==> config.mk <==
export PLATFORM = sky130hd
export DESIGN_NAME = cpu_control_fsm
export DESIGN_NICKNAME = d
export VERILOG_FILES = /design/src/rtl/cpu_defs.sv /design/src/rtl/cond_eval.sv /design/src/rtl/cpu_control_fsm.sv
export SDC_FILE = /design/constraint.sdc
export NUM_CORES = 1
export LEC_CHECK = 0
export CELL_PAD_IN_SITES_DETAIL_PLACEMENT = 1
export CELL_PAD_IN_SITES_GLOBAL_PLACEMENT = 1
export CORE_MARGIN = 2
export CORE_UTILIZATION = 23
export DETAILED_ROUTE_END_ITERATION = 8
export PLACE_DENSITY = 0.85
export SYNTH_ARGS = -nofsm -noshare
export SYNTH_HDL_FRONTEND = slang
export SYNTH_SLANG_ARGS = --single-unit
==> constraint.sdc <==
create_clock -name clk -period 1.53 [get_ports clk]
set_input_delay 0.153 -clock clk [delete_from_list [all_inputs] [get_ports clk]]
set_output_delay 0.153 -clock clk [all_outputs]
set_load 0.05 [all_outputs]
==> src/rtl/cpu_defs.sv <==
// cpu_defs: shared definitions for the CR16-style control path.
//   - FSM state enum, ALU operation enum
//   - opcode / extension field constants, condition-code constants
//   - PSR flag bit positions, pc_sel / wb_sel encodings
//   - ctrl_t: bundle of every control output driven by the FSM
package cpu_defs;

    localparam int CPU_INSTR_W  = 16;
    localparam int CPU_ALU_OP_W = 4;

    typedef enum logic [2:0] {
        S_FETCH   = 3'd0,
        S_LOAD_IR = 3'd1,
        S_EXEC    = 3'd2,
        S_MEM_RD  = 3'd3,
        S_WB_LD   = 3'd4,
        S_HALT    = 3'd5
    } state_e;

    typedef enum logic [CPU_ALU_OP_W-1:0] {
        ALU_NOP = 4'd0,
        ALU_AND = 4'd1,
        ALU_OR  = 4'd2,
        ALU_XOR = 4'd3,
        ALU_ADD = 4'd4,
        ALU_SUB = 4'd5,
        ALU_CMP = 4'd6,
        ALU_MOV = 4'd7,
        ALU_LSH = 4'd8,
        ALU_LUI = 4'd9
    } alu_op_e;

    // ALU function codes: appear in ext for R-type, in op for immediates
    localparam logic [3:0] FN_AND = 4'b0001;
    localparam logic [3:0] FN_OR  = 4'b0010;
    localparam logic [3:0] FN_XOR = 4'b0011;
    localparam logic [3:0] FN_ADD = 4'b0101;
    localparam logic [3:0] FN_SUB = 4'b1001;
    localparam logic [3:0] FN_CMP = 4'b1011;
    localparam logic [3:0] FN_MOV = 4'b1101;

    localparam logic [3:0] OP_RTYPE = 4'b0000;
    localparam logic [3:0] OP_MEM   = 4'b0100;
    localparam logic [3:0] OP_LSH   = 4'b1000;
    localparam logic [3:0] OP_BCOND = 4'b1100;
    localparam logic [3:0] OP_LUI   = 4'b1111;

    localparam logic [3:0] EXT_LOAD    = 4'b0000;
    localparam logic [3:0] EXT_STOR    = 4'b0100;
    localparam logic [3:0] EXT_JAL     = 4'b1000;
    localparam logic [3:0] EXT_JCOND   = 4'b1100;
    localparam logic [3:0] EXT_LSH_REG = 4'b0100;

    localparam logic [3:0] CC_EQ = 4'h0, CC_NE = 4'h1, CC_CS = 4'h2, CC_CC = 4'h3;
    localparam logic [3:0] CC_HI = 4'h4, CC_LS = 4'h5, CC_GT = 4'h6, CC_LE = 4'h7;
    localparam logic [3:0] CC_FS = 4'h8, CC_FC = 4'h9, CC_LO = 4'hA, CC_HS = 4'hB;
    localparam logic [3:0] CC_LT = 4'hC, CC_GE = 4'hD, CC_UC = 4'hE, CC_NV = 4'hF;

    localparam int PSR_C = 0;
    localparam int PSR_L = 2;
    localparam int PSR_F = 5;
    localparam int PSR_Z = 6;
    localparam int PSR_N = 7;

    localparam logic [1:0] PC_SEL_INC  = 2'd0;
    localparam logic [1:0] PC_SEL_DISP = 2'd1;
    localparam logic [1:0] PC_SEL_REG  = 2'd2;

    localparam logic [1:0] WB_ALU  = 2'd0;
    localparam logic [1:0] WB_MEM  = 2'd1;
    localparam logic [1:0] WB_LINK = 2'd2;

    typedef struct packed {
        logic       pc_en;
        logic       instr_en;
        logic       cmp_f_en;
        logic       of_f_en;
        logic       z_f_en;
        logic [1:0] pc_sel;
        logic       rf_wr_en;
        logic [1:0] wb_sel;
        alu_op_e    alu_op;
        logic       src_imm;
        logic       mem_addr_sel;
        logic       mem_we;
        logic       halted;
    } ctrl_t;

    function automatic logic is_alu_code(input logic [3:0] code);
        case (code)
            FN_AND, FN_OR, FN_XOR, FN_ADD, FN_SUB, FN_CMP, FN_MOV: return 1'b1;
            default:                                               return 1'b0;
        endcase
    endfunction

    // Controls for one ALU-class instruction; pc_en is added by the caller.
    function automatic ctrl_t alu_ctrl(input logic [3:0] code, input logic imm);
        ctrl_t r;
        r          = '0;
        r.src_imm  = imm;
        r.rf_wr_en = (code != FN_CMP);
        case (code)
            FN_AND:  begin r.alu_op = ALU_AND; r.z_f_en = 1'b1; end
            FN_OR:   begin r.alu_op = ALU_OR;  r.z_f_en = 1'b1; end
            FN_XOR:  begin r.alu_op = ALU_XOR; r.z_f_en = 1'b1; end
            FN_ADD:  begin r.alu_op = ALU_ADD; r.of_f_en = 1'b1; r.z_f_en = 1'b1; end
            FN_SUB:  begin r.alu_op = ALU_SUB; r.of_f_en = 1'b1; r.z_f_en = 1'b1; end
            FN_CMP:  begin r.alu_op = ALU_CMP; r.cmp_f_en = 1'b1; r.z_f_en = 1'b1; end
            FN_MOV:  r.alu_op = ALU_MOV;
            default: r.alu_op = ALU_NOP;
        endcase
        return r;
    endfunction

endpackage

==> src/rtl/cond_eval.sv <==
// cond_eval: combinational branch/jump condition evaluation.
//   cond_i [3:0]  condition code from instr[11:8]
//   psr_i  [15:0] processor status (C, L, F, Z, N flags)
//   take_o        1 = condition holds
module cond_eval
    import cpu_defs::*;
(
    input  logic [3:0]             cond_i,
    input  logic [CPU_INSTR_W-1:0] psr_i,
    output logic                   take_o
);

    logic c, l, f, z, n;

    assign c = psr_i[PSR_C];
    assign l = psr_i[PSR_L];
    assign f = psr_i[PSR_F];
    assign z = psr_i[PSR_Z];
    assign n = psr_i[PSR_N];

    always_comb begin
        take_o = 1'b0;
        case (cond_i)
            CC_EQ:   take_o = z;
            CC_NE:   take_o = !z;
            CC_CS:   take_o = c;
            CC_CC:   take_o = !c;
            CC_HI:   take_o = l;
            CC_LS:   take_o = !l;
            CC_GT:   take_o = n;
            CC_LE:   take_o = !n;
            CC_FS:   take_o = f;
            CC_FC:   take_o = !f;
            CC_LO:   take_o = !l && !z;
            CC_HS:   take_o = l || z;
            CC_LT:   take_o = !n && !z;
            CC_GE:   take_o = n || z;
            CC_UC:   take_o = 1'b1;
            default: take_o = 1'b0;
        endcase
    end

    // Remaining PSR bits carry no condition information
    logic unused_psr;
    assign unused_psr = ^{psr_i[15:8], psr_i[4:3], psr_i[1]};

endmodule

==> src/rtl/cpu_control_fsm.sv <==
// cpu_control_fsm: multi-cycle control FSM for the CR16-style core.
//   clk, reset   clock; synchronous active-high reset
//   run          allows leaving S_FETCH
//   instr, psr   instruction register and status register contents
//   pc_en, instr_en, cmp_f_en, of_f_en, z_f_en   processor-register load enables
//   pc_sel, rf_wr_en, wb_sel, alu_op, src_imm    next-PC / register-file / ALU controls
//   mem_addr_sel, mem_we                         memory address select and write strobe
//   halted       illegal opcode trapped (cleared only by reset)
module cpu_control_fsm
    import cpu_defs::*;
#(
    parameter int INSTR_W  = CPU_INSTR_W,
    parameter int ALU_OP_W = CPU_ALU_OP_W
) (
    input  logic                clk,
    input  logic                reset,
    input  logic                run,
    input  logic [INSTR_W-1:0]  instr,
    input  logic [INSTR_W-1:0]  psr,
    output logic                pc_en,
    output logic                instr_en,
    output logic                cmp_f_en,
    output logic                of_f_en,
    output logic                z_f_en,
    output logic [1:0]          pc_sel,
    output logic                rf_wr_en,
    output logic [1:0]          wb_sel,
    output logic [ALU_OP_W-1:0] alu_op,
    output logic                src_imm,
    output logic                mem_addr_sel,
    output logic                mem_we,
    output logic                halted
);

    state_e     state_q, state_d;
    ctrl_t      ctrl;
    logic       illegal;
    logic       take;
    logic [3:0] op, ext;

    assign op  = instr[15:12];
    assign ext = instr[7:4];

    cond_eval u_cond (
        .cond_i (instr[11:8]),
        .psr_i  (psr[CPU_INSTR_W-1:0]),
        .take_o (take)
    );

    always_ff @(posedge clk) begin
        if (reset) state_q <= S_FETCH;
        else       state_q <= state_d;
    end

    always_comb begin
        state_d = state_q;
        ctrl    = '0;
        illegal = 1'b0;
        case (state_q)
            S_FETCH: begin
                if (run) state_d = S_LOAD_IR;
            end
            S_LOAD_IR: begin
                ctrl.instr_en = 1'b1;
                state_d       = S_EXEC;
            end
            S_EXEC: begin
                state_d = S_FETCH;
                if (op == OP_RTYPE) begin
                    if (is_alu_code(ext)) ctrl = alu_ctrl(ext, 1'b0);
                    else                  illegal = 1'b1;
                end else if (is_alu_code(op)) begin
                    // Immediate form: the op field doubles as the ALU function code
                    ctrl = alu_ctrl(op, 1'b1);
                end else begin
                    case (op)
                        OP_LSH: begin
                            if (ext == EXT_LSH_REG) begin
                                ctrl.rf_wr_en = 1'b1;
                                ctrl.alu_op   = ALU_LSH;
                            end else if (ext[3:1] == 3'b000) begin
                                ctrl.rf_wr_en = 1'b1;
                                ctrl.alu_op   = ALU_LSH;
                                ctrl.src_imm  = 1'b1;
                            end else begin
                                illegal = 1'b1;
                            end
                        end
                        OP_LUI: begin
                            ctrl.rf_wr_en = 1'b1;
                            ctrl.alu_op   = ALU_LUI;
                            ctrl.src_imm  = 1'b1;
                        end
                        OP_BCOND: ctrl.pc_sel = take ? PC_SEL_DISP : PC_SEL_INC;
                        OP_MEM: begin
                            case (ext)
                                EXT_LOAD: begin
                                    ctrl.mem_addr_sel = 1'b1;
                                    state_d           = S_MEM_RD;
                                end
                                EXT_STOR: begin
                                    ctrl.mem_addr_sel = 1'b1;
                                    ctrl.mem_we       = 1'b1;
                                end
                                EXT_JCOND: ctrl.pc_sel = take ? PC_SEL_REG : PC_SEL_INC;
                                EXT_JAL: begin
                                    ctrl.rf_wr_en = 1'b1;
                                    ctrl.wb_sel   = WB_LINK;
                                    ctrl.pc_sel   = PC_SEL_REG;
                                end
                                default: illegal = 1'b1;
                            endcase
                        end
                        default: illegal = 1'b1;
                    endcase
                end
                // LOAD defers the PC update to S_WB_LD; illegal traps with nothing enabled
                if (illegal) begin
                    ctrl    = '0;
                    state_d = S_HALT;
                end else if (state_d != S_MEM_RD) begin
                    ctrl.pc_en = 1'b1;
                end
            end
            S_MEM_RD: begin
                ctrl.mem_addr_sel = 1'b1;
                state_d           = S_WB_LD;
            end
            S_WB_LD: begin
                ctrl.rf_wr_en = 1'b1;
                ctrl.wb_sel   = WB_MEM;
                ctrl.pc_en    = 1'b1;
                ctrl.pc_sel   = PC_SEL_INC;
                state_d       = S_FETCH;
            end
            S_HALT: begin
                ctrl.halted = 1'b1;
            end
            default: state_d = S_FETCH;
        endcase
    end

    assign pc_en        = ctrl.pc_en;
    assign instr_en     = ctrl.instr_en;
    assign cmp_f_en     = ctrl.cmp_f_en;
    assign of_f_en      = ctrl.of_f_en;
    assign z_f_en       = ctrl.z_f_en;
    assign pc_sel       = ctrl.pc_sel;
    assign rf_wr_en     = ctrl.rf_wr_en;
    assign wb_sel       = ctrl.wb_sel;
    assign alu_op       = ALU_OP_W'(ctrl.alu_op);
    assign src_imm      = ctrl.src_imm;
    assign mem_addr_sel = ctrl.mem_addr_sel;
    assign mem_we       = ctrl.mem_we;
    assign halted       = ctrl.halted;

    // Register addresses in instr[3:0] are consumed by the datapath, not here
    logic unused_instr;
    assign unused_instr = ^instr[3:0];

endmodule
==> run_summary.xml, run 1 <==
<?xml version="1.0" encoding="UTF-8"?>
<metrics>
  <group name="yosys">
    <metric name="postSynth.asyncResetShare" unit="%">0</metric>
    <metric name="post_synth_instance_area" unit="µm²">913.4</metric>
    <metric name="edff_count_synth" unit="">0</metric>
    <metric name="seq_total_area_yosys" unit="%">6.575</metric>
    <metric name="ffs_latches_synth" unit="">3</metric>
    <metric name="ys.flop_type" unit="">dfxtp_1</metric>
    <metric name="syn_area_per_cell" unit="µm²">6.766</metric>
    <metric name="post_synth_inst_count" unit="">135</metric>
    <metric name="synth.net_count" unit="">170</metric>
    <metric name="ys_types" unit="">47</metric>
    <metric name="synthesis.yosys.warnings" unit="">0</metric>
  </group>
  <group name="global_routing">
    <metric name="grt_remaining_overflow" unit="">0</metric>
    <metric name="largest_net_degree_at_the_start_of_global_routing" unit="">14</metric>
    <metric name="grt_usage" unit="%">24.26</metric>
    <metric name="antenna_found_initial" unit="">0</metric>
    <metric name="grt_first_pass_wirelength" unit="µm">8224</metric>
    <metric name="first_global_vias" unit="">1661</metric>
  </group>
  <group name="pwr">
    <metric name="reported_leakage_power" unit="nW">0.9117</metric>
    <metric name="report.power.total" unit="mW">0.8819</metric>
    <metric name="share_comb_of_total_power" unit="%">62.4</metric>
    <metric name="total_switching_power" unit="mW">0.3586</metric>
    <metric name="power_density" unit="nW/µm²">383.0</metric>
    <metric name="clkPwrFrac" unit="%">27.6</metric>
    <metric name="worst_ir_drop_vdd" unit="mV">0.1944</metric>
    <metric name="p_int" unit="mW">0.5233</metric>
    <metric name="pwr-share-seq" unit="%">10.0</metric>
    <metric name="switching_share" unit="%">40.66</metric>
  </group>
  <group name="run_status">
    <metric name="outcome" unit="">finished, violations left</metric>
    <metric name="failed_checks" unit="">setup timing</metric>
  </group>
  <group name="route">
    <metric name="detail_route.drc_violations" unit="">0</metric>
    <metric name="dr_total_vias" unit="">1470</metric>
    <metric name="drtAntennaViolNets" unit="">0</metric>
    <metric name="detailedRoute.firstPassIterationCount" unit="">5</metric>
    <metric name="wl_per_cell" unit="µm">20.76</metric>
    <metric name="detail_route.iter0.violations" unit="">30</metric>
    <metric name="viasPerCell" unit="">5.404</metric>
    <metric name="final_wirelength" unit="µm">5648</metric>
  </group>
  <group name="final_layout">
    <metric name="largestRegisters" unit="">state_q: 3 flops</metric>
    <metric name="drive_above_1_share" unit="%">64.73</metric>
    <metric name="finalNetCount" unit="">260</metric>
    <metric name="post-route-util" unit="%">61.50</metric>
    <metric name="diodes" unit="">0</metric>
    <metric name="largest_register" unit="">state_q</metric>
    <metric name="area_growth_syn_to_layout" unit="%">152.1</metric>
    <metric name="largest_register_ffs" unit="">3</metric>
    <metric name="final-instance-count-excl-fill" unit="">272</metric>
  </group>
  <group name="clock_tree">
    <metric name="worstSkewPairLatency" unit="ps">220</metric>
    <metric name="ctsHoldBuffers" unit="">0</metric>
    <metric name="cts_inserted_buffers" unit="">3</metric>
    <metric name="clockRootBuffer" unit="">clkbuf_8</metric>
    <metric name="cts.path.max_buffers" unit="">2</metric>
    <metric name="cts.reportedPaths.clkPinSlew" unit="ps">30</metric>
    <metric name="h_tree_level_count" unit="">1</metric>
    <metric name="cts_tree" unit="">done</metric>
    <metric name="clkSinkCount" unit="">3</metric>
  </group>
  <group name="placement">
    <metric name="post-place-cells" unit="">257</metric>
    <metric name="number_of_port_buffers" unit="">37</metric>
    <metric name="global_placer_s_final_weighted_congestion" unit="">0.8478</metric>
    <metric name="detailedPlacementHpwl" unit="µm">3360</metric>
    <metric name="dpl_worst_slack" unit="ps">-875.6</metric>
  </group>
  <group name="timing">
    <metric name="hold_viol" unit="">0</metric>
    <metric name="fmax" unit="MHz">484.4</metric>
    <metric name="worst_pin_slew" unit="ps">446.2</metric>
    <metric name="report.final.slew_viol_count" unit="">0</metric>
    <metric name="timing.clock.skew" unit="ps">0.7521</metric>
    <metric name="setup_viol" unit="">14</metric>
    <metric name="final_critical_path_time_including_i_o_delays_and_setup" unit="ps">2065</metric>
    <metric name="worst_slew_margin_rel" unit="%">70.15</metric>
    <metric name="setup_repair_after_global_routing_missed_its_margin" unit="">true</metric>
    <metric name="final.hold.worst_slack" unit="ps">590.0</metric>
    <metric name="final_min_period_over_clock_period" unit="%">134.9</metric>
    <metric name="timing.final.ws_setup" unit="ps">-534.5</metric>
  </group>
  <group name="floorplan">
    <metric name="fp-row-count" unit="">22</metric>
    <metric name="die-area" unit="µm²">4491</metric>
    <metric name="die-height" unit="µm">67.02</metric>
    <metric name="floorplan.initialDensity" unit="%">24.40</metric>
    <metric name="ios" unit="">53</metric>
    <metric name="die_width" unit="µm">67.02</metric>
    <metric name="floorplan.core_area" unit="µm²">3744</metric>
  </group>
  <group name="setup_path">
    <metric name="path_cells" unit="">buf_6, a211o_1, a32o_2, a31oi_4, nand3b_4, buf_12, a2111oi_4, buf_12</metric>
    <metric name="cpMaxStageDelayCell" unit="">a2111oi_4</metric>
    <metric name="startpoint_type" unit="">input pin</metric>
    <metric name="worst-endpoint-arrival" unit="ps">1910</metric>
    <metric name="timing.critical_path.required" unit="ps">1380</metric>
    <metric name="critical_path_class" unit="">input pin to primary output</metric>
    <metric name="library_cell_appearing_most_often_on_the_critical_path" unit="">buf_12</metric>
    <metric name="max_stage_delay" unit="ps">330</metric>
    <metric name="critical_path_peak_fanout" unit="">6</metric>
    <metric name="timing.critical_path.to_type" unit="">primary output</metric>
  </group>
  <group name="min_path">
    <metric name="hold_path.class" unit="">input pin to register</metric>
  </group>
  <group name="flow_run">
    <metric name="max_cap_viol_count" unit="">0</metric>
  </group>
</metrics>
worst max-delay path: cells and delay by family:
family	cells	cell delay (ps)
buf+inv	3	440
compound gates	4	1170
simple gates	1	130
placed cells by master, fill, tap and decap left out, drive strengths merged, types with 2 or more instances in the layout:
master         Yosys  final
a2111oi            3      3
a211oi             8      8
a21oi             10     10
a31oi              5      5
buf                4     89
clkbuf             8      7
clkdlybuf4s15      0      3
clkdlybuf4s50      0      2
dfxtp              3      3
inv                5      4
mux2i              2      2
nand2              9      9
nand2b             4      4
nand3              6      6
nand3b             2      2
nor2              15     15
nor2b              6      6
nor3               6      6
nor3b              6      6
nor4               4      4
o21ai             10     10
xor2               2      2
synthesized netlist by cell type, drive strengths merged, types with 2 or more instances:
library cell  number  area [µm²]
nor3b              6       50.05
nand2b             4       25.02
a31oi              5       46.29
nand2              9       33.78
dfxtp              3       60.06
mux2i              2       20.02
nor3               6       35.03
nor2b              6       37.54
a21oi             10       50.05
nand3b             2       27.53
buf                4       31.27
nand3              6       30.03
clkbuf             8       30.03
nor2              15       56.30
a211oi             8       75.08
a2111oi            3       38.79
nor4               4       40.04
o21ai             10       50.04
xor2               2       17.52
inv                5       18.77
path summary, 6_finish.rpt:
| kind | from | cells after the start | endpoint | slack, ps |
|---|---|---|---|---|
| worst min register to register | state_q[2]$_SDFFE_PP0P_ | 2 | state_q[1]$_SDFFE_PP0P_ | 600 |
| worst max-delay path | instr[6] | 8 | alu_op[1] | -530 |
| worst max register to register | state_q[0]$_SDFFE_PP0P_ | 6 | state_q[0]$_SDFFE_PP0P_ | 80 |
| worst min-delay path | reset | 2 | state_q[2]$_SDFFE_PP0P_ | 590 |
through the flow:
stage / setup TNS [ps] / instance area, µm²
finish: -6550 / 2302
global route: -7096 / 2302
CTS: -6258 / 2150
detailed placement: -13140 / 1929
global placement: -11090 / 1929
floorplan: -6050 / 1025
routing by layer:
metal  wire (µm)  global-route usage, %  part of all wire [%]  vias up
li1            -                      -                     -      678
met1        2203                  27.60                    39      730
met2        3080                  47.03                    55       49
met3         233                  2.027                   4.1       13
met4         131                  6.888                   2.3        0
met5           0                      0                     0        -
power by group through the flow:
stage | combinational (mW) | sequential, mW | clock (mW)
finish | 0.550 | 0.0885 | 0.243
global route | 0.578 | 0.0890 | 0.255
CTS | 0.480 | 0.0871 | 0.236
detailed placement | 0.438 | 0.0873 | 0
global placement | 0.419 | 0.0869 | 0
floorplan | 0.216 | 0.0860 | 0
cell families (layout without fill, tap and decap cells):
logic type	Yosys count	count (layout)	synth area share (%)
xor gates and xnor gates	3	3	2.877
and+or+nand+nor	63	63	40.69
muxes	3	3	3.425
AOI/OAI and AO/OA	46	46	37.67
buffers and inverters	17	106	8.766
DFF	3	3	6.576
area by class of cell:
cell class / instances / area [µm²]
fillers: 421 / 1441
multi-input cells: 115 / 1055
well taps: 48 / 60.06
inverters: 5 / 22.52
flip-flops and latches: 3 / 66.31
clock buffers: 4 / 45.04
repair buffers: 97 / 1054
timing repair:
action / CTS / global route
gates resized for setup: 101 / 36
buffers inserted: 9 / 4
endpoints found under the setup margin: 18 / 19
pin swaps: 24 / 16
No activity file was read; power rests on OpenSTA's default activity.
==> run 2: changes to the inputs <==
- clock period: 1.53 -> 1.73 ns (I/O delays scaled with it)
==> run_summary.xml, run 2 (synthesis gave the netlist of run 1 again) <==
<?xml version="1.0" encoding="UTF-8"?>
<metrics>
  <group name="placement">
    <metric name="dpl_worst_slack" unit="ps">-675.8</metric>
    <metric name="number_of_port_buffers" unit="">37</metric>
    <metric name="post_dp_cell_area" unit="µm²">1952</metric>
    <metric name="detailedPlacementHpwl" unit="µm">3326</metric>
    <metric name="global_placer_s_final_weighted_congestion" unit="">0.8844</metric>
  </group>
  <group name="timing">
    <metric name="hold_viol" unit="">0</metric>
    <metric name="final_min_period_over_clock_period" unit="%">124.6</metric>
    <metric name="timing.clock.skew" unit="ps">2.731</metric>
    <metric name="timing.final.ws_setup" unit="ps">-426.0</metric>
    <metric name="fmax" unit="MHz">463.8</metric>
    <metric name="final_critical_path_time_including_i_o_delays_and_setup" unit="ps">2156</metric>
    <metric name="report.final.slew_viol_count" unit="">0</metric>
    <metric name="worst_slew_margin_rel" unit="%">73.79</metric>
    <metric name="setup_viol" unit="">14</metric>
    <metric name="setup_repair_after_global_routing_missed_its_margin" unit="">true</metric>
    <metric name="worst_pin_slew" unit="ps">389.0</metric>
  </group>
  <group name="run_status">
    <metric name="failed_checks" unit="">setup timing</metric>
    <metric name="outcome" unit="">finished, violations left</metric>
  </group>
  <group name="clock_tree">
    <metric name="clkSinkCount" unit="">3</metric>
    <metric name="h_tree_level_count" unit="">1</metric>
    <metric name="cts.reportedPaths.clkPinSlew" unit="ps">40</metric>
    <metric name="ctsHoldBuffers" unit="">0</metric>
    <metric name="cts_tree" unit="">done</metric>
    <metric name="cts.path.max_buffers" unit="">2</metric>
    <metric name="clockRootBuffer" unit="">clkbuf_8</metric>
    <metric name="cts_inserted_buffers" unit="">3</metric>
    <metric name="worstSkewPairLatency" unit="ps">220</metric>
  </group>
  <group name="setup_path">
    <metric name="worst-endpoint-arrival" unit="ps">1980</metric>
    <metric name="timing.critical_path.required" unit="ps">1560</metric>
    <metric name="critical_path_peak_fanout" unit="">3</metric>
    <metric name="cpMaxStageDelayCell" unit="">a2111oi_4</metric>
    <metric name="startpoint_type" unit="">input pin</metric>
    <metric name="max_stage_delay" unit="ps">350</metric>
    <metric name="timing.critical_path.to_type" unit="">primary output</metric>
    <metric name="library_cell_appearing_most_often_on_the_critical_path" unit="">buf_6</metric>
    <metric name="path_cells" unit="">buf_6, a211o_1, a32o_2, a31oi_4, nand3b_4, buf_6, a2111oi_4, clkbuf_16</metric>
    <metric name="critical_path_class" unit="">input pin to primary output</metric>
  </group>
  <group name="floorplan">
    <metric name="fp-row-count" unit="">22</metric>
    <metric name="die_width" unit="µm">67.02</metric>
    <metric name="die-height" unit="µm">67.02</metric>
    <metric name="floorplan.core_area" unit="µm²">3744</metric>
    <metric name="die-area" unit="µm²">4491</metric>
    <metric name="ios" unit="">53</metric>
    <metric name="floorplan.initialDensity" unit="%">24.40</metric>
  </group>
  <group name="pwr">
    <metric name="reported_leakage_power" unit="nW">0.9343</metric>
    <metric name="power_density" unit="nW/µm²">337.1</metric>
    <metric name="worst_ir_drop_vdd" unit="mV">0.2400</metric>
  </group>
  <group name="final_layout">
    <metric name="final_common_cell" unit="">buf_4</metric>
    <metric name="finalInstanceArea" unit="µm²">2277</metric>
    <metric name="largest_register_ffs" unit="">3</metric>
    <metric name="largestRegisters" unit="">state_q: 3 flops</metric>
    <metric name="final_cell_mix" unit="">buf_4, buf_12, nor2_1</metric>
    <metric name="diodes" unit="">0</metric>
    <metric name="area_growth_syn_to_layout" unit="%">149.3</metric>
    <metric name="finalNetCount" unit="">266</metric>
    <metric name="drive_above_1_share" unit="%">60.87</metric>
    <metric name="largest_register" unit="">state_q</metric>
  </group>
  <group name="min_path">
    <metric name="hold_path.class" unit="">input pin to register</metric>
  </group>
  <group name="route">
    <metric name="drtAntennaViolNets" unit="">0</metric>
    <metric name="final_wirelength" unit="µm">5549</metric>
    <metric name="detail_route.iter0.violations" unit="">45</metric>
    <metric name="detailedRoute.firstPassIterationCount" unit="">4</metric>
    <metric name="dr_total_vias" unit="">1529</metric>
    <metric name="viasPerCell" unit="">5.500</metric>
    <metric name="wl_per_cell" unit="µm">19.96</metric>
    <metric name="detail_route.drc_violations" unit="">0</metric>
  </group>
  <group name="global_routing">
    <metric name="grt_first_pass_wirelength" unit="µm">7555</metric>
    <metric name="largest_net_degree_at_the_start_of_global_routing" unit="">14</metric>
    <metric name="antenna_found_initial" unit="">0</metric>
    <metric name="first_global_vias" unit="">1499</metric>
    <metric name="grt_usage" unit="%">21.99</metric>
    <metric name="grt_remaining_overflow" unit="">0</metric>
  </group>
  <group name="flow_run">
    <metric name="max_cap_viol_count" unit="">0</metric>
  </group>
</metrics>
## run 2: cell types whose count changed in the layout (fill, tap and decap cells not counted), sizes merged
| cell | before | now |
|---|---|---|
| clkdlybuf4s15 | 3 | 1 |
| dlygate4sd2 | 0 | 4 |
| clkbuf | 7 | 11 |
## run 2: critical path: cells and delay by family
family,cells,cell delay (ps)
compound gates,4,1160
buf+inv,3,480
simple gates,1,160
## run 2: metal layers
layer / routed length [µm] / GRT usage [%] / vias to the layer above
met5: 0 / 0 / -
met4: 93 / 5.867 / 0
met3: 290 / 2.365 / 7
met2: 2952 / 39.36 / 57
met1: 2212 / 27.52 / 770
li1: - / - / 695
## run 2: per-stage QoR
stage          cells  power (mW)  util [%]  hold WS (ps)  TNS (ps)
2_1_floorplan    135      0.2674         -         245.8     -3810
3_5_place_dp     260      0.4670     52.14         572.2     -9697
6_report         278      0.7675     60.83         595.2     -3632
3_3_place_gp     260      0.4522     52.14         570.0     -8251
5_1_grt          278      0.8016     60.83         608.3     -4271
4_1_cts          267      0.7017     56.55         564.2     -3458
## run 2: power breakdown
part | total [mW] | switching, mW | internal (mW)
combinational | 0.477 | 0.247 | 0.230
clock | 0.210 | 0.0519 | 0.158
sequential | 0.0812 | 0.00710 | 0.0741
## run 2: final timing paths
path,startpoint,to,slack [ps],depth (start not counted)
setup / recovery,instr[4],alu_op[0],-430,8
hold / removal,reset,state_q[1]$_SDFFE_PP0P_,600,2
setup reg to reg,state_q[2]$_SDFFE_PP0P_,state_q[0]$_SDFFE_PP0P_,490,6
hold reg to reg,state_q[2]$_SDFFE_PP0P_,state_q[1]$_SDFFE_PP0P_,610,2
## run 2: layout make-up
class                      count  area [µm²]
clock buffer                   4       45.04
fill                         452        1466
inverter                       5       22.52
multi-input combinational    115        1012
sequential                     3       63.81
tap                           48       60.06
timing repair buffer         103        1074
## run 2: repair_timing
action / CTS / global route
pin swaps: 16 / 17
gates resized for setup: 70 / 32
endpoints found under the setup margin: 17 / 17
buffers inserted: 3 / 12
==> run 3: changes to the inputs <==
- MAX_ROUTING_LAYER: default -> met4
==> run_summary.xml, run 3 (synthesis gave the netlist of run 1 again) <==
<?xml version="1.0" encoding="UTF-8"?>
<metrics>
  <group name="final_layout">
    <metric name="area_growth_syn_to_layout" unit="%">148.5</metric>
    <metric name="largest_register_ffs" unit="">3</metric>
    <metric name="final_cell_mix" unit="">buf_4, buf_12, nor2_1</metric>
    <metric name="multi_input_comb_area" unit="µm²">1012</metric>
    <metric name="largestRegisters" unit="">state_q: 3 flops</metric>
    <metric name="post-route-util" unit="%">60.63</metric>
    <metric name="largest_register" unit="">state_q</metric>
    <metric name="finalNetCount" unit="">265</metric>
    <metric name="final_common_cell" unit="">buf_4</metric>
    <metric name="fillerInstances" unit="">443</metric>
    <metric name="final-instance-count-excl-fill" unit="">277</metric>
    <metric name="register_area" unit="µm²">63.81</metric>
    <metric name="drive_above_1_share" unit="%">60.70</metric>
    <metric name="diodes" unit="">0</metric>
  </group>
  <group name="clock_tree">
    <metric name="cts_inserted_buffers" unit="">3</metric>
    <metric name="ctsHoldBuffers" unit="">0</metric>
    <metric name="cts.reportedPaths.clkPinSlew" unit="ps">30</metric>
    <metric name="worstSkewPairLatency" unit="ps">230</metric>
    <metric name="clkSinkCount" unit="">3</metric>
    <metric name="clockRootBuffer" unit="">clkbuf_8</metric>
    <metric name="h_tree_level_count" unit="">1</metric>
    <metric name="cts.path.max_buffers" unit="">2</metric>
    <metric name="cts_tree" unit="">done</metric>
  </group>
  <group name="pwr">
    <metric name="pwr-share-seq" unit="%">10.4</metric>
    <metric name="switching_share" unit="%">40.77</metric>
    <metric name="power_density" unit="nW/µm²">343.2</metric>
    <metric name="share_comb_of_total_power" unit="%">61.0</metric>
    <metric name="total_switching_power" unit="mW">0.3176</metric>
    <metric name="reported_leakage_power" unit="nW">0.9294</metric>
    <metric name="worst_ir_drop_vdd" unit="mV">0.2562</metric>
    <metric name="clkPwrFrac" unit="%">28.6</metric>
    <metric name="p_int" unit="mW">0.4614</metric>
  </group>
  <group name="global_routing">
    <metric name="grt_first_pass_wirelength" unit="µm">7555</metric>
    <metric name="antenna_found_initial" unit="">0</metric>
    <metric name="grt_usage" unit="%">22.56</metric>
    <metric name="first_global_vias" unit="">1502</metric>
    <metric name="grt_remaining_overflow" unit="">0</metric>
    <metric name="largest_net_degree_at_the_start_of_global_routing" unit="">14</metric>
  </group>
  <group name="route">
    <metric name="detailedRoute.firstPassIterationCount" unit="">4</metric>
    <metric name="detail_route.drc_violations" unit="">0</metric>
    <metric name="dr_total_vias" unit="">1541</metric>
    <metric name="drtAntennaViolNets" unit="">0</metric>
    <metric name="detail_route.iter0.violations" unit="">59</metric>
    <metric name="final_wirelength" unit="µm">5680</metric>
    <metric name="viasPerCell" unit="">5.563</metric>
    <metric name="wl_per_cell" unit="µm">20.51</metric>
  </group>
  <group name="run_status">
    <metric name="outcome" unit="">finished, violations left</metric>
    <metric name="failed_checks" unit="">setup timing</metric>
  </group>
  <group name="timing">
    <metric name="final.hold.worst_slack" unit="ps">593.0</metric>
    <metric name="hold_viol" unit="">0</metric>
    <metric name="worst_pin_slew" unit="ps">385.2</metric>
    <metric name="timing.final.ws_setup" unit="ps">-453.9</metric>
    <metric name="final_critical_path_time_including_i_o_delays_and_setup" unit="ps">2184</metric>
    <metric name="worst_slew_margin_rel" unit="%">74.05</metric>
    <metric name="finalSetupTns" unit="ps">-3918</metric>
    <metric name="final_min_period_over_clock_period" unit="%">126.2</metric>
    <metric name="fmax" unit="MHz">457.9</metric>
    <metric name="report.final.slew_viol_count" unit="">0</metric>
    <metric name="timing.clock.skew" unit="ps">4.221</metric>
    <metric name="setup_viol" unit="">14</metric>
    <metric name="setup_repair_after_global_routing_missed_its_margin" unit="">true</metric>
  </group>
  <group name="floorplan">
    <metric name="floorplan.initialDensity" unit="%">24.40</metric>
    <metric name="die-area" unit="µm²">4491</metric>
    <metric name="die-height" unit="µm">67.02</metric>
    <metric name="fp-row-count" unit="">22</metric>
    <metric name="die_width" unit="µm">67.02</metric>
    <metric name="ios" unit="">53</metric>
    <metric name="floorplan.core_area" unit="µm²">3744</metric>
  </group>
  <group name="min_path">
    <metric name="hold_path.class" unit="">input pin to register</metric>
  </group>
  <group name="setup_path">
    <metric name="critical_path_peak_fanout" unit="">3</metric>
    <metric name="critical_path_class" unit="">input pin to primary output</metric>
    <metric name="startpoint_type" unit="">input pin</metric>
    <metric name="worst-endpoint-arrival" unit="ps">2010</metric>
    <metric name="timing.critical_path.to_type" unit="">primary output</metric>
    <metric name="timing.critical_path.required" unit="ps">1560</metric>
  </group>
  <group name="placement">
    <metric name="detailedPlacementHpwl" unit="µm">3326</metric>
    <metric name="global_placer_s_final_weighted_congestion" unit="">0.8992</metric>
    <metric name="post-place-cells" unit="">260</metric>
    <metric name="number_of_port_buffers" unit="">37</metric>
  </group>
  <group name="flow_run">
    <metric name="max_cap_viol_count" unit="">0</metric>
  </group>
</metrics>
## run 3: changes by cell type in the layout (fill, tap and decap cells not counted), sizes merged
cell	before	now
buf	89	88
## run 3: worst paths after layout
check | from | to | slack (ps) | cells after the start
setup / recovery | instr[7] | alu_op[0] | -450 | 8
hold / removal | reset | state_q[1]$_SDFFE_PP0P_ | 590 | 2
hold reg to reg | state_q[2]$_SDFFE_PP0P_ | state_q[1]$_SDFFE_PP0P_ | 620 | 2
setup reg to reg | state_q[2]$_SDFFE_PP0P_ | state_q[0]$_SDFFE_PP0P_ | 400 | 6
## run 3: layout make-up
| class | instances | share of cell area [%] |
|---|---|---|
| Clock buffer | 4 | 1.985 |
| Timing Repair Buffer | 102 | 46.97 |
| Inverter | 5 | 0.9923 |
| Sequential cell | 3 | 2.811 |
| Multi-Input combinational cell | 115 | 44.60 |
| Tap cell | 48 | 2.646 |
## run 3: worst max-delay path, stage by stage
cell,delay (ps)
buf_2,110
a211o_1,310
a32o_2,280
a31oi_4,220
nand3b_4,160
buf_6,160
a2111oi_4,360
clkbuf_16,230
## run 3: power groups by stage
stage / Clock [mW] / Combinational (mW) / Sequential (mW)
final: 0.222 / 0.475 / 0.0812
after global routing: 0.229 / 0.501 / 0.0812
after CTS: 0.209 / 0.413 / 0.0796
after detailed placement: 0 / 0.388 / 0.0788
after global placement: 0 / 0.374 / 0.0778
after floorplan: 0 / 0.191 / 0.0760
## run 3: routing by layer
| metal | vias up | share of wire (%) | GRT usage [%] |
|---|---|---|---|
| li1 | 686 | - | - |
| met1 | 759 | 40 | 27.62 |
| met2 | 79 | 51 | 39.60 |
| met3 | 17 | 6.1 | 1.858 |
| met4 | 0 | 2.7 | 5.867 |
| met5 | - | 0 | - |
## run 3: through the flow
step	setup WS (ps)	power, mW	instance area, µm²
floorplan	-431.0	0.2674	1025
global placement	-573.0	0.4522	1952
detailed placement	-675.8	0.4670	1952
CTS	-336.0	0.7017	2117
global route	-492.9	0.8107	2270
finish	-453.9	0.7790	2270
## run 3: what timing repair did
| action | 4_1_cts | 5_1_grt |
|---|---|---|
| setup endpoints to repair | 17 | 17 |
| hold endpoints to repair | 0 | 0 |
| pin swaps | 16 | 17 |
| gates resized for setup | 70 | 32 |
| buffers inserted | 3 | 11 |
